==> config.mk <==
export PLATFORM = sky130hd
export DESIGN_NAME = dmem_arbiter_flat
export DESIGN_NICKNAME = d
export VERILOG_FILES = /design/src/rtl/dmem_arbiter_if.sv /design/src/rtl/dmem_arbiter.sv /design/src/flat_wrapper.sv
export SDC_FILE = /design/constraint.sdc
export NUM_CORES = 1
export LEC_CHECK = 0
export BUFFER_PORTS_ARGS = -buffer_cell sky130_fd_sc_hd__clkbuf_2
export CORE_MARGIN = 2
export CORE_UTILIZATION = 45
export DETAILED_ROUTE_END_ITERATION = 16
export PLACE_DENSITY_LB_ADDON = 0.3
export SYNTH_ARGS = -nofsm -noshare
export SYNTH_HDL_FRONTEND = slang
export SYNTH_SLANG_ARGS = --single-unit
==> constraint.sdc <==
create_clock -name clk -period 2.9 [get_ports clk]
set_input_delay 0.58 -clock clk [delete_from_list [all_inputs] [get_ports clk]]
set_output_delay 0.58 -clock clk [all_outputs]
set_load 0.01 [all_outputs]
==> src/rtl/dmem_arbiter_if.sv <==
// Bundle of the IF requester, LS requester and memory-port signals around dmem_arbiter.
// The arbiter uses the slave view; requesters and memory together form the master view.
interface dmem_arbiter_if;
  logic        if_req;
  logic [31:0] if_addr;
  logic        if_gnt;
  logic        if_rvalid;
  logic [31:0] if_rdata;
  logic        if_err;

  logic        ls_req;
  logic        ls_we;
  logic [2:0]  ls_ctr;
  logic [31:0] ls_addr;
  logic [31:0] ls_wdata;
  logic        ls_gnt;
  logic        ls_rvalid;
  logic [31:0] ls_rdata;
  logic        ls_err;

  logic        mem_req;
  logic        mem_we;
  logic [31:0] mem_addr;
  logic [31:0] mem_wdata;
  logic [3:0]  mem_wstrb;
  logic        mem_ready;
  logic        mem_rvalid;
  logic [31:0] mem_rdata;

  modport slave (
    input  if_req, if_addr,
    output if_gnt, if_rvalid, if_rdata, if_err,
    input  ls_req, ls_we, ls_ctr, ls_addr, ls_wdata,
    output ls_gnt, ls_rvalid, ls_rdata, ls_err,
    output mem_req, mem_we, mem_addr, mem_wdata, mem_wstrb,
    input  mem_ready, mem_rvalid, mem_rdata
  );

  modport master (
    output if_req, if_addr,
    input  if_gnt, if_rvalid, if_rdata, if_err,
    output ls_req, ls_we, ls_ctr, ls_addr, ls_wdata,
    input  ls_gnt, ls_rvalid, ls_rdata, ls_err,
    input  mem_req, mem_we, mem_addr, mem_wdata, mem_wstrb,
    output mem_ready, mem_rvalid, mem_rdata
  );
endinterface

==> src/rtl/dmem_arbiter.sv <==
// Round-robin arbiter sharing one memory port between instruction fetch and load/store,
// with sub-word lane handling, legality checks and a WAIT-state timeout.
module dmem_arbiter #(
  parameter int unsigned TIMEOUT = 255
) (
  input  logic          clk,
  input  logic          rst_n,
  dmem_arbiter_if.slave bus
);

  typedef enum logic [1:0] {
    IDLE  = 2'd0,
    ISSUE = 2'd1,
    WAIT  = 2'd2,
    RESP  = 2'd3
  } state_t;

  state_t      state_reg, state_next;
  logic        last_ls_reg, last_ls_next;
  logic        owner_ls_reg, owner_ls_next;
  logic        we_reg, we_next;
  logic [2:0]  ctr_reg, ctr_next;
  logic [31:0] addr_reg, addr_next;
  logic [31:0] wdata_reg, wdata_next;
  logic [31:0] rdata_reg, rdata_next;
  logic        err_reg, err_next;
  logic [15:0] cnt_reg, cnt_next;

  logic        if_win, ls_win;
  logic        sel_we;
  logic [2:0]  sel_ctr;
  logic [31:0] sel_addr;
  logic [31:0] sel_wdata;
  logic        sel_illegal, sel_misaligned;
  logic [16:0] cnt_inc;
  logic [31:0] lane;
  logic [31:0] load_ext;
  logic [3:0]  lane_strb;
  logic [31:0] shifted_wdata;

  // Grants are only offered in IDLE; ties go to the requester not served last.
  // Gated by rst_n so every output is quiet while reset is held.
  always_comb begin
    if_win = 1'b0;
    ls_win = 1'b0;
    if (rst_n && state_reg == IDLE) begin
      if (bus.if_req && bus.ls_req) begin
        if_win = last_ls_reg;
        ls_win = !last_ls_reg;
      end else begin
        if_win = bus.if_req;
        ls_win = bus.ls_req;
      end
    end
  end

  assign sel_we    = ls_win & bus.ls_we;
  assign sel_ctr   = ls_win ? bus.ls_ctr   : 3'b010;
  assign sel_addr  = ls_win ? bus.ls_addr  : bus.if_addr;
  assign sel_wdata = ls_win ? bus.ls_wdata : 32'h0;

  assign sel_illegal    = (sel_ctr == 3'b011) || (sel_ctr[2:1] == 2'b11) ||
                          (sel_we && sel_ctr[2]);
  assign sel_misaligned = ((sel_ctr[1:0] == 2'b01) && sel_addr[0]) ||
                          ((sel_ctr[1:0] == 2'b10) && (sel_addr[1:0] != 2'b00));

  assign cnt_inc = {1'b0, cnt_reg} + 17'd1;

  // Load path: bring the addressed lane down to bit 0, then extend by size code.
  assign lane = bus.mem_rdata >> {addr_reg[1:0], 3'b000};

  always_comb begin
    case (ctr_reg)
      3'b000:  load_ext = {{24{lane[7]}}, lane[7:0]};
      3'b001:  load_ext = {{16{lane[15]}}, lane[15:0]};
      3'b100:  load_ext = {24'h0, lane[7:0]};
      3'b101:  load_ext = {16'h0, lane[15:0]};
      default: load_ext = lane;
    endcase
  end

  // Store path: per-lane strobe decode; halfwords are known to be 2-byte aligned here.
  genvar gi;
  generate
    for (gi = 0; gi < 4; gi++) begin : g_strb
      assign lane_strb[gi] = (ctr_reg[1:0] == 2'b10) ||
                             ((ctr_reg[1:0] == 2'b00) && (addr_reg[1:0] == 2'(gi))) ||
                             ((ctr_reg[1:0] == 2'b01) && (addr_reg[1] == 1'(gi / 2)));
    end
  endgenerate

  assign shifted_wdata = wdata_reg << {addr_reg[1:0], 3'b000};

  // State register
  always_ff @(posedge clk or negedge rst_n) begin
    if (!rst_n) begin
      state_reg    <= IDLE;
      last_ls_reg  <= 1'b1;
      owner_ls_reg <= 1'b0;
      we_reg       <= 1'b0;
      ctr_reg      <= 3'b000;
      addr_reg     <= 32'h0;
      wdata_reg    <= 32'h0;
      rdata_reg    <= 32'h0;
      err_reg      <= 1'b0;
      cnt_reg      <= 16'h0;
    end else begin
      state_reg    <= state_next;
      last_ls_reg  <= last_ls_next;
      owner_ls_reg <= owner_ls_next;
      we_reg       <= we_next;
      ctr_reg      <= ctr_next;
      addr_reg     <= addr_next;
      wdata_reg    <= wdata_next;
      rdata_reg    <= rdata_next;
      err_reg      <= err_next;
      cnt_reg      <= cnt_next;
    end
  end

  // Next-state and datapath updates
  always_comb begin
    state_next    = state_reg;
    last_ls_next  = last_ls_reg;
    owner_ls_next = owner_ls_reg;
    we_next       = we_reg;
    ctr_next      = ctr_reg;
    addr_next     = addr_reg;
    wdata_next    = wdata_reg;
    rdata_next    = rdata_reg;
    err_next      = err_reg;
    cnt_next      = cnt_reg;
    case (state_reg)
      IDLE: begin
        if (if_win || ls_win) begin
          owner_ls_next = ls_win;
          last_ls_next  = ls_win;
          we_next       = sel_we;
          ctr_next      = sel_ctr;
          addr_next     = sel_addr;
          wdata_next    = sel_wdata;
          rdata_next    = 32'h0;
          cnt_next      = 16'h0;
          if (sel_illegal || sel_misaligned) begin
            err_next   = 1'b1;
            state_next = RESP;
          end else begin
            err_next   = 1'b0;
            state_next = ISSUE;
          end
        end
      end
      ISSUE: begin
        if (bus.mem_ready) state_next = WAIT;
      end
      WAIT: begin
        cnt_next = cnt_inc[15:0];
        // A response in the same cycle as the timeout still counts as success.
        if (bus.mem_rvalid) begin
          rdata_next = we_reg ? 32'h0 : load_ext;
          err_next   = 1'b0;
          state_next = RESP;
        end else if (cnt_inc == 17'(TIMEOUT)) begin
          rdata_next = 32'h0;
          err_next   = 1'b1;
          state_next = RESP;
        end
      end
      RESP: begin
        cnt_next   = 16'h0;
        state_next = IDLE;
      end
      default: state_next = IDLE;
    endcase
  end

  // Outputs
  always_comb begin
    bus.if_gnt    = if_win;
    bus.ls_gnt    = ls_win;
    bus.mem_req   = 1'b0;
    bus.mem_we    = 1'b0;
    bus.mem_addr  = 32'h0;
    bus.mem_wdata = 32'h0;
    bus.mem_wstrb = 4'b0000;
    bus.if_rvalid = 1'b0;
    bus.if_rdata  = 32'h0;
    bus.if_err    = 1'b0;
    bus.ls_rvalid = 1'b0;
    bus.ls_rdata  = 32'h0;
    bus.ls_err    = 1'b0;
    case (state_reg)
      ISSUE: begin
        bus.mem_req  = 1'b1;
        bus.mem_we   = we_reg;
        bus.mem_addr = {addr_reg[31:2], 2'b00};
        if (we_reg) begin
          bus.mem_wdata = shifted_wdata;
          bus.mem_wstrb = lane_strb;
        end
      end
      RESP: begin
        if (owner_ls_reg) begin
          bus.ls_rvalid = 1'b1;
          bus.ls_rdata  = rdata_reg;
          bus.ls_err    = err_reg;
        end else begin
          bus.if_rvalid = 1'b1;
          bus.if_rdata  = rdata_reg;
          bus.if_err    = err_reg;
        end
      end
      default: ;
    endcase
  end

endmodule

==> src/flat_wrapper.sv <==
// flat-port wrapper written by rule: the top's interface ports become plain ports
module dmem_arbiter_flat 
#(
  parameter int unsigned TIMEOUT = 255
)
  (clk, rst_n, bus_if_req, bus_if_addr, bus_if_gnt, bus_if_rvalid, bus_if_rdata, bus_if_err, bus_ls_req, bus_ls_we, bus_ls_ctr, bus_ls_addr, bus_ls_wdata, bus_ls_gnt, bus_ls_rvalid, bus_ls_rdata, bus_ls_err, bus_mem_req, bus_mem_we, bus_mem_addr, bus_mem_wdata, bus_mem_wstrb, bus_mem_ready, bus_mem_rvalid, bus_mem_rdata);
  dmem_arbiter_if bus_i ();
  input  logic clk;
  input  logic rst_n;
  input wire logic [$bits(bus_i.if_req)-1:0] bus_if_req;
  input wire logic [$bits(bus_i.if_addr)-1:0] bus_if_addr;
  output wire logic [$bits(bus_i.if_gnt)-1:0] bus_if_gnt;
  output wire logic [$bits(bus_i.if_rvalid)-1:0] bus_if_rvalid;
  output wire logic [$bits(bus_i.if_rdata)-1:0] bus_if_rdata;
  output wire logic [$bits(bus_i.if_err)-1:0] bus_if_err;
  input wire logic [$bits(bus_i.ls_req)-1:0] bus_ls_req;
  input wire logic [$bits(bus_i.ls_we)-1:0] bus_ls_we;
  input wire logic [$bits(bus_i.ls_ctr)-1:0] bus_ls_ctr;
  input wire logic [$bits(bus_i.ls_addr)-1:0] bus_ls_addr;
  input wire logic [$bits(bus_i.ls_wdata)-1:0] bus_ls_wdata;
  output wire logic [$bits(bus_i.ls_gnt)-1:0] bus_ls_gnt;
  output wire logic [$bits(bus_i.ls_rvalid)-1:0] bus_ls_rvalid;
  output wire logic [$bits(bus_i.ls_rdata)-1:0] bus_ls_rdata;
  output wire logic [$bits(bus_i.ls_err)-1:0] bus_ls_err;
  output wire logic [$bits(bus_i.mem_req)-1:0] bus_mem_req;
  output wire logic [$bits(bus_i.mem_we)-1:0] bus_mem_we;
  output wire logic [$bits(bus_i.mem_addr)-1:0] bus_mem_addr;
  output wire logic [$bits(bus_i.mem_wdata)-1:0] bus_mem_wdata;
  output wire logic [$bits(bus_i.mem_wstrb)-1:0] bus_mem_wstrb;
  input wire logic [$bits(bus_i.mem_ready)-1:0] bus_mem_ready;
  input wire logic [$bits(bus_i.mem_rvalid)-1:0] bus_mem_rvalid;
  input wire logic [$bits(bus_i.mem_rdata)-1:0] bus_mem_rdata;
  assign bus_i.if_req = bus_if_req;
  assign bus_i.if_addr = bus_if_addr;
  assign bus_if_gnt = bus_i.if_gnt;
  assign bus_if_rvalid = bus_i.if_rvalid;
  assign bus_if_rdata = bus_i.if_rdata;
  assign bus_if_err = bus_i.if_err;
  assign bus_i.ls_req = bus_ls_req;
  assign bus_i.ls_we = bus_ls_we;
  assign bus_i.ls_ctr = bus_ls_ctr;
  assign bus_i.ls_addr = bus_ls_addr;
  assign bus_i.ls_wdata = bus_ls_wdata;
  assign bus_ls_gnt = bus_i.ls_gnt;
  assign bus_ls_rvalid = bus_i.ls_rvalid;
  assign bus_ls_rdata = bus_i.ls_rdata;
  assign bus_ls_err = bus_i.ls_err;
  assign bus_mem_req = bus_i.mem_req;
  assign bus_mem_we = bus_i.mem_we;
  assign bus_mem_addr = bus_i.mem_addr;
  assign bus_mem_wdata = bus_i.mem_wdata;
  assign bus_mem_wstrb = bus_i.mem_wstrb;
  assign bus_i.mem_ready = bus_mem_ready;
  assign bus_i.mem_rvalid = bus_mem_rvalid;
  assign bus_i.mem_rdata = bus_mem_rdata;
  dmem_arbiter #(.TIMEOUT(TIMEOUT)) u_core (.clk(clk), .rst_n(rst_n), .bus(bus_i));
endmodule
==> key figures <==
GRT
  – Largest net degree at the start of global routing: just under 80
  – Global-route usage over all layers: 0.246
  – Vias in the first global route: between 6,000 and 7,000
  – Congestion Overflow GR: 0
  – First-pass GRT wire length: 32,700 um
  – Antenna violations before repair: 0

CTS
  – CTS clk-pin slew, worst paths: 0.06 ns
  – Htree depth: 4
  – CTS tree: yes
  – Worst skew pair latency: 0.42 ns
  – CTS sink cnt: 121
  – Root Driver: clkbuf_16
  – Number of CTS-inserted buffers: 17
  – CTS Buffer Depth: 2
  – Hold-fix buffers, CTS: 0

Timing
  – Max-slew violations: 0
  – Fin. Hold Viols: 0
  – Setup violators final: 0
  – Least-Margin Pin Slew: approximately 1 ns
  – Final min period: 2.69 ns
  – Worst relative slew slack: 0.339
  – Clock skew: between 0.01 and 0.015 ns
  – RSZ-0062 raised after global routing: no
  – Crit share post-route: 0.927
  – Setup TNS: 0 ns
  – F_max: 372 MHz

Run status
  – Status: finished, final reports clean

Min path
  – Worst min path class: in2reg

Layout
  – Commonest non-fill, non-tap cells in the layout: clkbuf_2, dfrtp_1, mux2i_1
  – Layout cell share with drive strength beyond 1: 0.333
  – Most common cell after layout, fill and taps aside: clkbuf_2
  – Fill count: 1,410
  – Storage cell area: 3030 um2
  – Multi-input gate area: slightly below 4000 um2
  – Nets: around 1,200
  – Area delta synth->final: 32.0%
  – Antenna cells: 0

Drt
  – Post-route ant nets: 0
  – Detailed-route vias per instance: 5.40
  – First DRT Iteration DRCs: between 300 and 400
  – WL/cell: 16.3 um
  – Via count: a little under 7,000
  – DRC viols: 0
  – Overall routed net length: 21,000 um
  – Drt first pass iters: 5

Power
  – Pwr per Cell Area: roughly 900 nW/um2
  – Design Power: 8600 uW
  – LEAKAGE: 0.00489 uW
  – Peak supply drop: 0.602 mV

Yosys
  – Seq cells post-synth: 121
  – Synth warn: 0
  – Top_reg_cell synth: dfrtp_1
  – Fraction of registers with async set/reset: 1.00
  – Post-Syn Instances: 792
  – Seq/Total Area, Yosys: 0.417
  – Post-synth top area share: 0.414
  – Synth area leader: dfrtp_1
  – Post-synth EDFFs: 0
  – Post-synthesis cell type count: 59
  – Largest cells by area after synthesis: dfrtp_1, mux2i_1, and2_1, a22o_1, nand2_1
  – Synth Cell Area: 7260 um2
  – Mapped Avg Cell Area: around 9.2 um2

Placement
  – I/O Buffers: 275
  – Hpwl dp: around 16,000 um
  – Gpl congestion: a little under 0.9

Worst setup path
  – Critical path fanouts, max: 9
  – CP Launch Type: register
  – CP required: 2.32 ns
  – WS Path Type: reg2out
  – Crit path arrival time: 2.11 ns
  – CP Capture Type: primary output

Die
  – Core area: 15,800 um2
  – Die W: between 100 and 150 um
  – Die ar.: 17,200 um2
  – Die height: approximately 130 um
  – # IOs: 278
  – # rows: 46
  – Starting density of the core: 0.459

Flow run
  – Max-cap violations: 0
final cells by class:
cell class / count / share of cell area
Clock inverter: 11 / 0.0150
Multi-Input combinational cell: 586 / 0.410
Clock buffer: 21 / 0.0480
Timing Repair Buffer: 308 / 0.172
Tap cell: 216 / 0.0282
Sequential cell: 121 / 0.316
Inverter: 25 / 0.00979
through the flow:
stage / hold WS (ns) / util / cells / instance area [um2] / setup slack [ns]
2_1_floorplan: 0.284 / - / 793 / 7260 / 0.0185
3_3_place_gp: 0.453 / 0.565 / 1255 / 8940 / 0.109
3_5_place_dp: 0.462 / 0.565 / 1255 / 8940 / 0.0530
4_1_cts: 0.369 / 0.603 / 1287 / 9540 / 0.0143
5_1_grt: 0.378 / 0.605 / 1288 / 9580 / 0.0121
6_report: 0.378 / 0.605 / 1288 / 9580 / 0.211
critical path: stages, from the launching register on:
cell	delay, ns
dfrtp_1	0.41
inv_1	0.12
ha_1	0.22
and2_1	0.27
nand2_1	0.13
a21oi_4	0.33
clkbuf_2	0.20
what timing repair did:
action                                  in CTS  in global routing
gates resized for setup                      0                  6
endpoints found under the setup margin       0                 40
setup buffers                                0                  1
layer usage:
layer  up-vias  track usage  part of all wire
met4         0       0.0801             0.015
li1       3356            -                 -
met5         -            0                 0
met1      3286        0.316              0.42
met2       286        0.411              0.49
met3        29       0.0574             0.075
synthesized netlist by cell type (6+ instances only):
cell type  instances
a211oi_1          18
a21oi_1           41
a22o_1            42
a32o_1             7
and2_1            73
and3_1            35
buf_1              6
clkbuf_1          48
dfrtp_1          120
ha_1               7
inv_1             24
mux2_1             6
mux2i_1           83
nand2_1           82
nand3_1            6
nor2_1            36
nor2b_1           11
nor3_1            10
o21ai_0           61
o2bb2ai_1          8
cell families (layout without fill, tap and decap cells):
| kind of cell | after synthesis | after routing | share of synthesized area |
|---|---|---|---|
| multiplexers | 92 | 92 | 0.128 |
| AND/OR/NAND/NOR | 278 | 278 | 0.202 |
| other | 1 | 2 | 0.000517 |
| flip-flops | 121 | 121 | 0.417 |
| adder cells (fa/ha/maj) | 7 | 7 | 0.0121 |
| XOR/XNOR | 4 | 4 | 0.00483 |
| buffers and inverters | 86 | 365 | 0.0476 |
| AO/OA/AOI/OAI | 203 | 203 | 0.188 |
power breakdown:
group	switching, uW	internal [uW]
Combinational	1950	1510
Sequential	598	2380
Clock	765	1390
path summary, 6_finish.rpt:
| path | from | to | slack [ns] | depth (start not counted) |
|---|---|---|---|---|
| worst min-delay path | bus_ls_wdata[0] | u_core.wdata_reg[0]$_DFFE_PN0P_ | 0.38 | 2 |
| min in group asynchronous | rst_n | u_core.cnt_reg[3]$_DFFE_PN0P_ | 0.46 | 2 |
| worst min register to register | u_core.addr_reg[26]$_DFFE_PN0P_ | u_core.addr_reg[26]$_DFFE_PN0P_ | 0.47 | 2 |
| worst max register to register | u_core.cnt_reg[4]$_DFFE_PN0P_ | u_core.rdata_reg[7]$_DFFE_PN0P_ | 0.24 | 7 |
| worst max-delay path | u_core.state_reg[0]$_DFFE_PN0P_ | bus_ls_gnt | 0.21 | 6 |
| max in group asynchronous | rst_n | u_core.addr_reg[0]$_DFFE_PN0P_ | 1.26 | 3 |
(Power assumes the default switching activity.)
